### src/rtl/cpu_if_queue.sv
// cpu_if_queue
// Instruction-fetch stage with a small decoupling queue between the I-cache
// and the decoder. Fetches at most one word per cycle, byte-swaps it into
// RISC-V order, follows JAL statically, and halts after JALR/branches until
// the backend resolves the next PC. A resolve flushes the queue.
//
// Ports:
//   clk, rst       clock; synchronous active-high reset
//   rdy            global enable; low freezes every register
//   req_valid      fetch request to the I-cache
//   req_addr       fetch address (the pc register)
//   hit, inst      same-cycle I-cache response (inst in memory byte order)
//   resolve_valid  backend redirect; resolve_addr is the new PC
//   out_valid      queue head valid to decoder; out_ready accepts it
//   out_pc         PC of the head instruction
//   out_inst       head instruction in RISC-V order
//   stalled        fetch is waiting for a resolve
module cpu_if_queue #(
    parameter int                ADDR_W   = 32,
    parameter int                QDEPTH   = 4,
    parameter logic [ADDR_W-1:0] RESET_PC = '0
) (
    input  logic              clk,
    input  logic              rst,
    input  logic              rdy,
    output logic              req_valid,
    output logic [ADDR_W-1:0] req_addr,
    input  logic              hit,
    input  logic [31:0]       inst,
    input  logic              resolve_valid,
    input  logic [ADDR_W-1:0] resolve_addr,
    output logic              out_valid,
    input  logic              out_ready,
    output logic [ADDR_W-1:0] out_pc,
    output logic [31:0]       out_inst,
    output logic              stalled
);

    localparam int PTR_W = (QDEPTH > 1) ? $clog2(QDEPTH) : 1;
    localparam int CNT_W = PTR_W + 1;
    localparam logic [CNT_W-1:0] FULL_CNT = CNT_W'(QDEPTH);

    localparam logic [0:0] ST_RUN  = 1'b0;
    localparam logic [0:0] ST_WAIT = 1'b1;

    logic [0:0]        state;
    logic [ADDR_W-1:0] pc;
    logic [PTR_W-1:0]  head;
    logic [PTR_W-1:0]  tail;
    logic [CNT_W-1:0]  count;

    logic [ADDR_W-1:0] q_pc   [QDEPTH];
    logic [31:0]       q_inst [QDEPTH];

    logic [31:0]       sw;
    logic [6:0]        opc;
    logic [20:0]       jimm;
    logic [ADDR_W-1:0] jal_off;
    logic              is_jal;
    logic              is_halt;
    logic [ADDR_W-1:0] pc_next;
    logic              enq;
    logic              deq;

    always_comb begin
        sw      = {inst[7:0], inst[15:8], inst[23:16], inst[31:24]};
        opc     = sw[6:0];
        jimm    = {sw[31], sw[19:12], sw[20], sw[30:21], 1'b0};
        // Sign-extending size cast; wraps naturally modulo 2^ADDR_W on add.
        jal_off = ADDR_W'($signed(jimm));
        is_jal  = (opc == 7'b1101111);
        is_halt = ((opc == 7'b1100111) && (sw[14:12] == 3'b000)) ||
                  (opc == 7'b1100011);
        pc_next = is_jal ? (pc + jal_off) : (pc + ADDR_W'(4));
    end

    assign req_valid = rdy & ~rst & (state == ST_RUN) & (count != FULL_CNT) & ~resolve_valid;
    assign out_valid = rdy & ~rst & (count != '0) & ~resolve_valid;
    assign req_addr  = pc;
    assign out_pc    = q_pc[head];
    assign out_inst  = q_inst[head];
    assign stalled   = (state == ST_WAIT);

    // Both strobes already exclude rst, !rdy and resolve cycles.
    assign enq = req_valid & hit;
    assign deq = out_valid & out_ready;

    always_ff @(posedge clk) begin
        if (rst) begin
            state <= ST_RUN;
            pc    <= RESET_PC;
            head  <= '0;
            tail  <= '0;
            count <= '0;
        end else if (rdy) begin
            if (resolve_valid) begin
                state <= ST_RUN;
                pc    <= resolve_addr & ~ADDR_W'(3);
                head  <= '0;
                tail  <= '0;
                count <= '0;
            end else begin
                if (enq) begin
                    tail <= tail + 1'b1;
                    pc   <= pc_next;
                    if (is_halt) begin
                        state <= ST_WAIT;
                    end
                end
                if (deq) begin
                    head <= head + 1'b1;
                end
                case ({enq, deq})
                    2'b10:   count <= count + 1'b1;
                    2'b01:   count <= count - 1'b1;
                    default: count <= count;
                endcase
            end
        end
    end

    always_ff @(posedge clk) begin
        if (enq) begin
            q_pc[tail]   <= pc;
            q_inst[tail] <= sw;
        end
    end

endmodule
### config.mk
export PLATFORM = sky130hd
export DESIGN_NAME = cpu_if_queue
export DESIGN_NICKNAME = d
export VERILOG_FILES = /design/src/rtl/cpu_if_queue.sv
export SDC_FILE = /design/constraint.sdc
export NUM_CORES = 1
export LEC_CHECK = 0
export CAP_MARGIN = 5
export CORE_ASPECT_RATIO = 1.2
export CORE_UTILIZATION = 50
export CTS_BUF_LIST = sky130_fd_sc_hd__clkbuf_2 sky130_fd_sc_hd__clkbuf_4 sky130_fd_sc_hd__clkbuf_8
export CTS_CLUSTER_DIAMETER = 50
export DETAILED_ROUTE_END_ITERATION = 12
export PLACE_DENSITY_LB_ADDON = 0.25
export SLEW_MARGIN = 0
export SYNTH_ARGS = -nofsm -noshare
export SYNTH_HDL_FRONTEND = slang
export SYNTH_SLANG_ARGS = --single-unit
### constraint.sdc
create_clock -name clk -period 6.7 [get_ports clk]
set_input_delay 1.675 -clock clk [delete_from_list [all_inputs] [get_ports clk]]
set_output_delay 1.675 -clock clk [all_outputs]
set_load 0.02 [all_outputs]
## After elaboration in Yosys (flattened, before gate mapping)

Memories as Yosys holds them, arrays and structs flattened. A register that Yosys moved wholly into a read port is not among the register bits.
Index checks and enable logic that the tools add are counted.

- Flip-flop bits (word level): 40
- Latch bits: 0
- Memory bits (writable): 256
- Bits in read-only memories: 0
- Input bits: 70
- Output and inout port bits: 99
- Word-level logic and storage cells: 60
- Memories: 2

Memory list:

| name | words | width | rd ports | clocked after Yosys merged registers in | write ports | RTL line | RTL |
|---|---|---|---|---|---|---|---|
| q_inst | 4 | 32 | 1 | 1 | 1 | 53 | `logic [31:0] q_inst [QDEPTH];` |
| q_pc | 4 | 32 | 1 | 1 | 1 | 52 | `logic [ADDR_W-1:0] q_pc [QDEPTH];` |

- Add/subtract/negate cells: 6
- $mul: 0
- Divide/modulo/power cells: 0
- Order comparisons: 0
- Eq/ne operators: 6
- Shift-type cells: 0
- Mux-type cells: 18
- Bitwise gates (word level): 11
- Reduce and logical (&&, ||, !) cells: 12

Operator list:

| operator | count |
|---|---|
| $mux 32 | 3 |
| $add 32x3->32 const B | 1 |
| $add 32x32->32 | 1 |
| $eq 7x7->1 const B | 3 |
| $mux 2 | 8 |
| $and 1x1->1 | 8 |
| $pmux 3 s2 | 1 |
| $reduce_and 2->1 | 3 |
| $reduce_bool 2->1 | 3 |
| $reduce_bool 3->1 | 2 |
| $mux 1 | 5 |
| $add 2x1->2 const B | 2 |
| $add 3x1->3 const B | 1 |
| $logic_not 3->1 | 1 |
| $mux 3 | 1 |
| $ne 3x3->1 const B | 1 |
| $not 1->1 | 3 |
| $reduce_and 3->1 | 1 |
| $sub 3x1->3 const B | 1 |
| $eq 2x1->1 const B | 1 |
| $eq 2x2->1 const B | 1 |
| $logic_and 1x1->1 | 1 |
| $logic_or 1x1->1 | 1 |

## Logic depth before layout (Yosys ltp)

- Depth in word-level cells: 9
- Mapped depth: 11
- Depth with buffers taken out: 11

## Worst setup path after synthesis

OpenSTA, ideal clock, no wires.

- Path type: input-to-reg
- Start point: input port rst
- End point: memory q_inst[0][0] (enable)
- Setup time: 0.428 ns
- Data arrival time: 4.029 ns
- Required time: 6.272 ns
- Slack: 2.243 ns
- Stages on the path: 5
- Buffers on the path: 2
- Path through: buf_6 nor4b_1 and4_1 clkbuf_1 and2_1

- Longest elaborated chain between the ends: 8

RTL lines:

| what | RTL line | RTL |
|---|---|---|
| start: declaration | 24 | `input logic rst,` |
| $not 1->1 | 77 | `assign req_valid = rdy & ~rst & (state == ST_RUN) & (count != FULL_CNT) & ~resolve_valid;` |
| $and 1x1->1 (4 in series) | 77 |  |
| $and 1x1->1 | 85 | `assign enq = req_valid & hit;` |
| $mux 1 | 123 | `if (enq) begin` |
| $mux 1 (not written as such) | 125 | `q_inst[tail] <= sw;` |
| end: declaration | 53 |  |

Every way passes these cells.

## Final worst setup path

- Start point: input port rdy
- End point: output port req_valid

- Longest elaborated chain between the ends: 4

RTL lines:

| what | RTL line | RTL |
|---|---|---|
| start: declaration | 25 | `input logic rdy,` |
| $and 1x1->1 (4 in series) | 77 |  |
| end: declaration | 26 | `output logic req_valid,` |

Every way passes these cells.

==> impl_results.md <==
- Status: finished clean
- Ys async rst share: 0%
- Yosys warns: 0
- Via count: ~8700
- Number of global-route vias before repair: around 8700
- Fin crit period: 5180 ps
- Maximum VDD drop: approximately 0.15 mV
- Register area share after synthesis: 62.7%
- Die ar.: between 20000 and 30000 um2
- Root Driver: clkbuf_8
- Critical path endpoint category: output port
- Pre-CTS setup slack: ~1500 ps
- Crit path launch type: input pin
- Hold-fix buffers at CTS: 0
- Layout area overhead: 21.3%
- TritonCTS buffer count: 46
- Top cell family by delay on the critical path: buffers and inverters
- Rows: 65
- # clock sinks: 293
- R2r setup slk: 3480 ps
- Initial drt markers: ~550
- Rel. slew slack: around 31%
- R2r worst-path depth: 9
- Setup TNS: 0 ps
- Top FF cell, synth: edfxtp_1
- Detail Placement HPWL: 20400 um
- Fmax achieved: between 150 and 200 MHz
- Postcts setup bufs: 0
- Synth Area per Inst: 14.6 um2
- Hold Path Cell Cnt: 2
- Slowest Stage Delay on Critical Path: about 840 ps
- Final Instance Area: 16200 um2
- CP bufs+invs: 2
- # DRC: 0
- Initial antenna violation count: 1
- H-tree level count: 2
- Crit path DAT: 3510 ps
- Post-Route WL: 32300 um
- Filler cells: 2009
- Core area: 26300 um2
- Setup-failing EPs final: 0
- Max Cap Violations: 0
- Final hold violations: 0
- GRT Resource Usage Total: 24.2%
- Worst-margin pin slew: just over 1000 ps
- Clock transition at the registers of the reported paths: 60 ps
- Hold_sp: head[1]$_SDFFE_PP0P_
- Worst reg2reg startpoint: req_addr[3]$_SDFFE_PP0P_
- Critical Path RT: 5030 ps
- Io pins: between 150 and 200
- Pwr dens: about 240 nW/um2
- # nets final: about 1200
- Port Buf Inserts: 164
- Leak: 0.00556 uW
- Tcrit/Tclk final: 77.4%
- Die width: 151 um
- Mapped Area: between 10000 and 15000 um2
- Wire per inst: approximately 22 um
- Hold Slack: 545 ps
- DR pass1 iterations: 5
- Initial Utilization: 50.9%
- Total gr overflow: 0
- Total power: 3890 uW
- Tightest Hold Check Type: flip-flop to flip-flop
- Post-synth EDFFs: ~250
- Post-synthesis cell count: 916
- WS Path Type: input pin to output port
- Seq cells post-synth: 293
- Layout cell share with drive strength beyond 1: between 15 and 20%
- Critical path depth: 4
- Post-cts resize count: 0
- Fin worst setup slack: 1520 ps
- Critical path, cell by cell: clkdlybuf4s50_1, nand2_1, nor3_1, clkdlybuf4s50_1
- Placement Cell Area: 15300 um2
- CTS tree: done
- First-pass GRT wire length: 49600 um
- Post-DR vias/cell: 5.95
- Area of the multi-input gates: approximately 4700 um2
- Reg area: 8400 um2
- Largest net degree at the start of global routing: between 60 and 70
- Chip Height: about 180 um
- Routability cong.: 0.917
- Critical path peak fanout: 14
- Clock buffer depth: 3
- Detail Route Antenna Nets: 0
- Clock skew: about 13 ps
- Slowest CP cell: clkdlybuf4s50_1
- Max-slew violation count: 0
- Synth cell types: between 70 and 80
- Reg-to-Reg End: req_addr[29]$_SDFFE_PP0P_
- Worst-skew pair later-pin latency: 550 ps
- RSZ-0062 raised after global routing: false
- Worst path most repeated cell: clkdlybuf4s50_1
-- metal layers --
metal | vias up | track usage, % | routed length, um
met2 | 292 | 40.3 | 16300
li1 | 3993 | - | -
met5 | - | 0 | 0
met1 | 4370 | 32.6 | 13500
met4 | 0 | 7.80 | 767
met3 | 50 | 3.54 | 1700
-- flip-flops by register name (all words and copies together) (netlist names), named ones only --
register and flops:
req_addr 31, stalled 1, count 3, head 2
q_pc 124, q_inst 128, tail 2
-- kinds of logic after synthesis --
kind of cell / synth area share (%)
AO/OA/AOI/OAI: 9.88
XOR/XNOR: 2.68
adder cells (fa/ha/maj): 3.57
buffers and inverters: 2.06
flip-flops: 62.7
multiplexers: 11.1
other: 0.0280
AND/OR/NAND/NOR: 8.01
-- cell usage in the layout (no fill, tap or decap), types with 4 or more instances in the layout --
cell type	count
a211oi_1	12
a311oi_1	4
clkdlybuf4s50_1	164
clkinv_1	10
mux4_2	63
inv_1	17
nand3_1	26
a31oi_1	9
edfxtp_1	252
mux2_2	4
clkbuf_8	52
and3_1	14
or3_1	5
a21o_1	13
o211ai_1	12
and2_4	4
a21oi_1	58
clkbuf_4	18
xor2_1	25
buf_4	4
nand4_1	11
o21ai_0	40
o21a_1	8
ha_1	35
dfxtp_1	39
nor3_1	18
nand2_1	56
nor2_1	49
xnor2_1	16
-- power by group --
part           internal, uW  switching, uW  leakage (uW)  total, uW
combinational           144            181       0.00239        326
sequential             2000           40.3       0.00266       2040
clock                   850            677      0.000502       1530
total                  2990            899       0.00556       3890
-- worst max path at each step --
stage | start | endpoint | slack, ps
2_1_floorplan | rst | q_inst[0][0]$_DFFE_PP_ | 2240
3_3_place_gp | rdy | req_valid | 1510
3_5_place_dp | rdy | req_valid | 1530
4_1_cts | rdy | req_valid | 1510
5_1_grt | rdy | req_valid | 1400
6_report | rdy | req_valid | 1520
-- synth_stat cells, types with 12 or more instances --
master	n	area (um2)
edfxtp_1	252	7570
nor2_1	49	184
nand3_1	26	130
a211oi_1	12	90.1
ha_1	35	438
inv_1	17	63.8
a21oi_1	58	290
xor2_1	25	219
nor3_1	18	90.1
a21o_1	13	97.6
and3_1	14	87.6
mux4_2	63	1420
xnor2_1	16	140
o211ai_1	12	90.1
dfxtp_1	41	821
nand2_1	56	210
o21ai_0	40	200
clkbuf_1	25	93.8
-- final cells by class --
cell class	count	share of cell area (%)
sequential	293	51.7
timing repair buffer	168	10.3
inverter	17	0.393
antenna	1	0.0154
tap	335	2.58
clock inverter	16	0.609
clock buffer	70	5.24
multi-input combinational	564	29.2
-- worst register-to-register path: cells and delay by family, from the launching register on --
kind	cells	cell delay [ps]
AO/OA/AOI/OAI	6	1800
XOR/XNOR	1	170
adder cells (fa/ha/maj)	1	350
flip-flops	1	600
AND/OR/NAND/NOR	1	180
-- per-stage QoR --
stage,utilization [%],instances
2_1_floorplan,-,917
3_3_place_gp,58.2,1377
3_5_place_dp,58.2,1377
4_1_cts,61.8,1463
5_1_grt,61.8,1464
6_report,61.8,1464
Note: power is estimated with default switching activity, not from simulation.
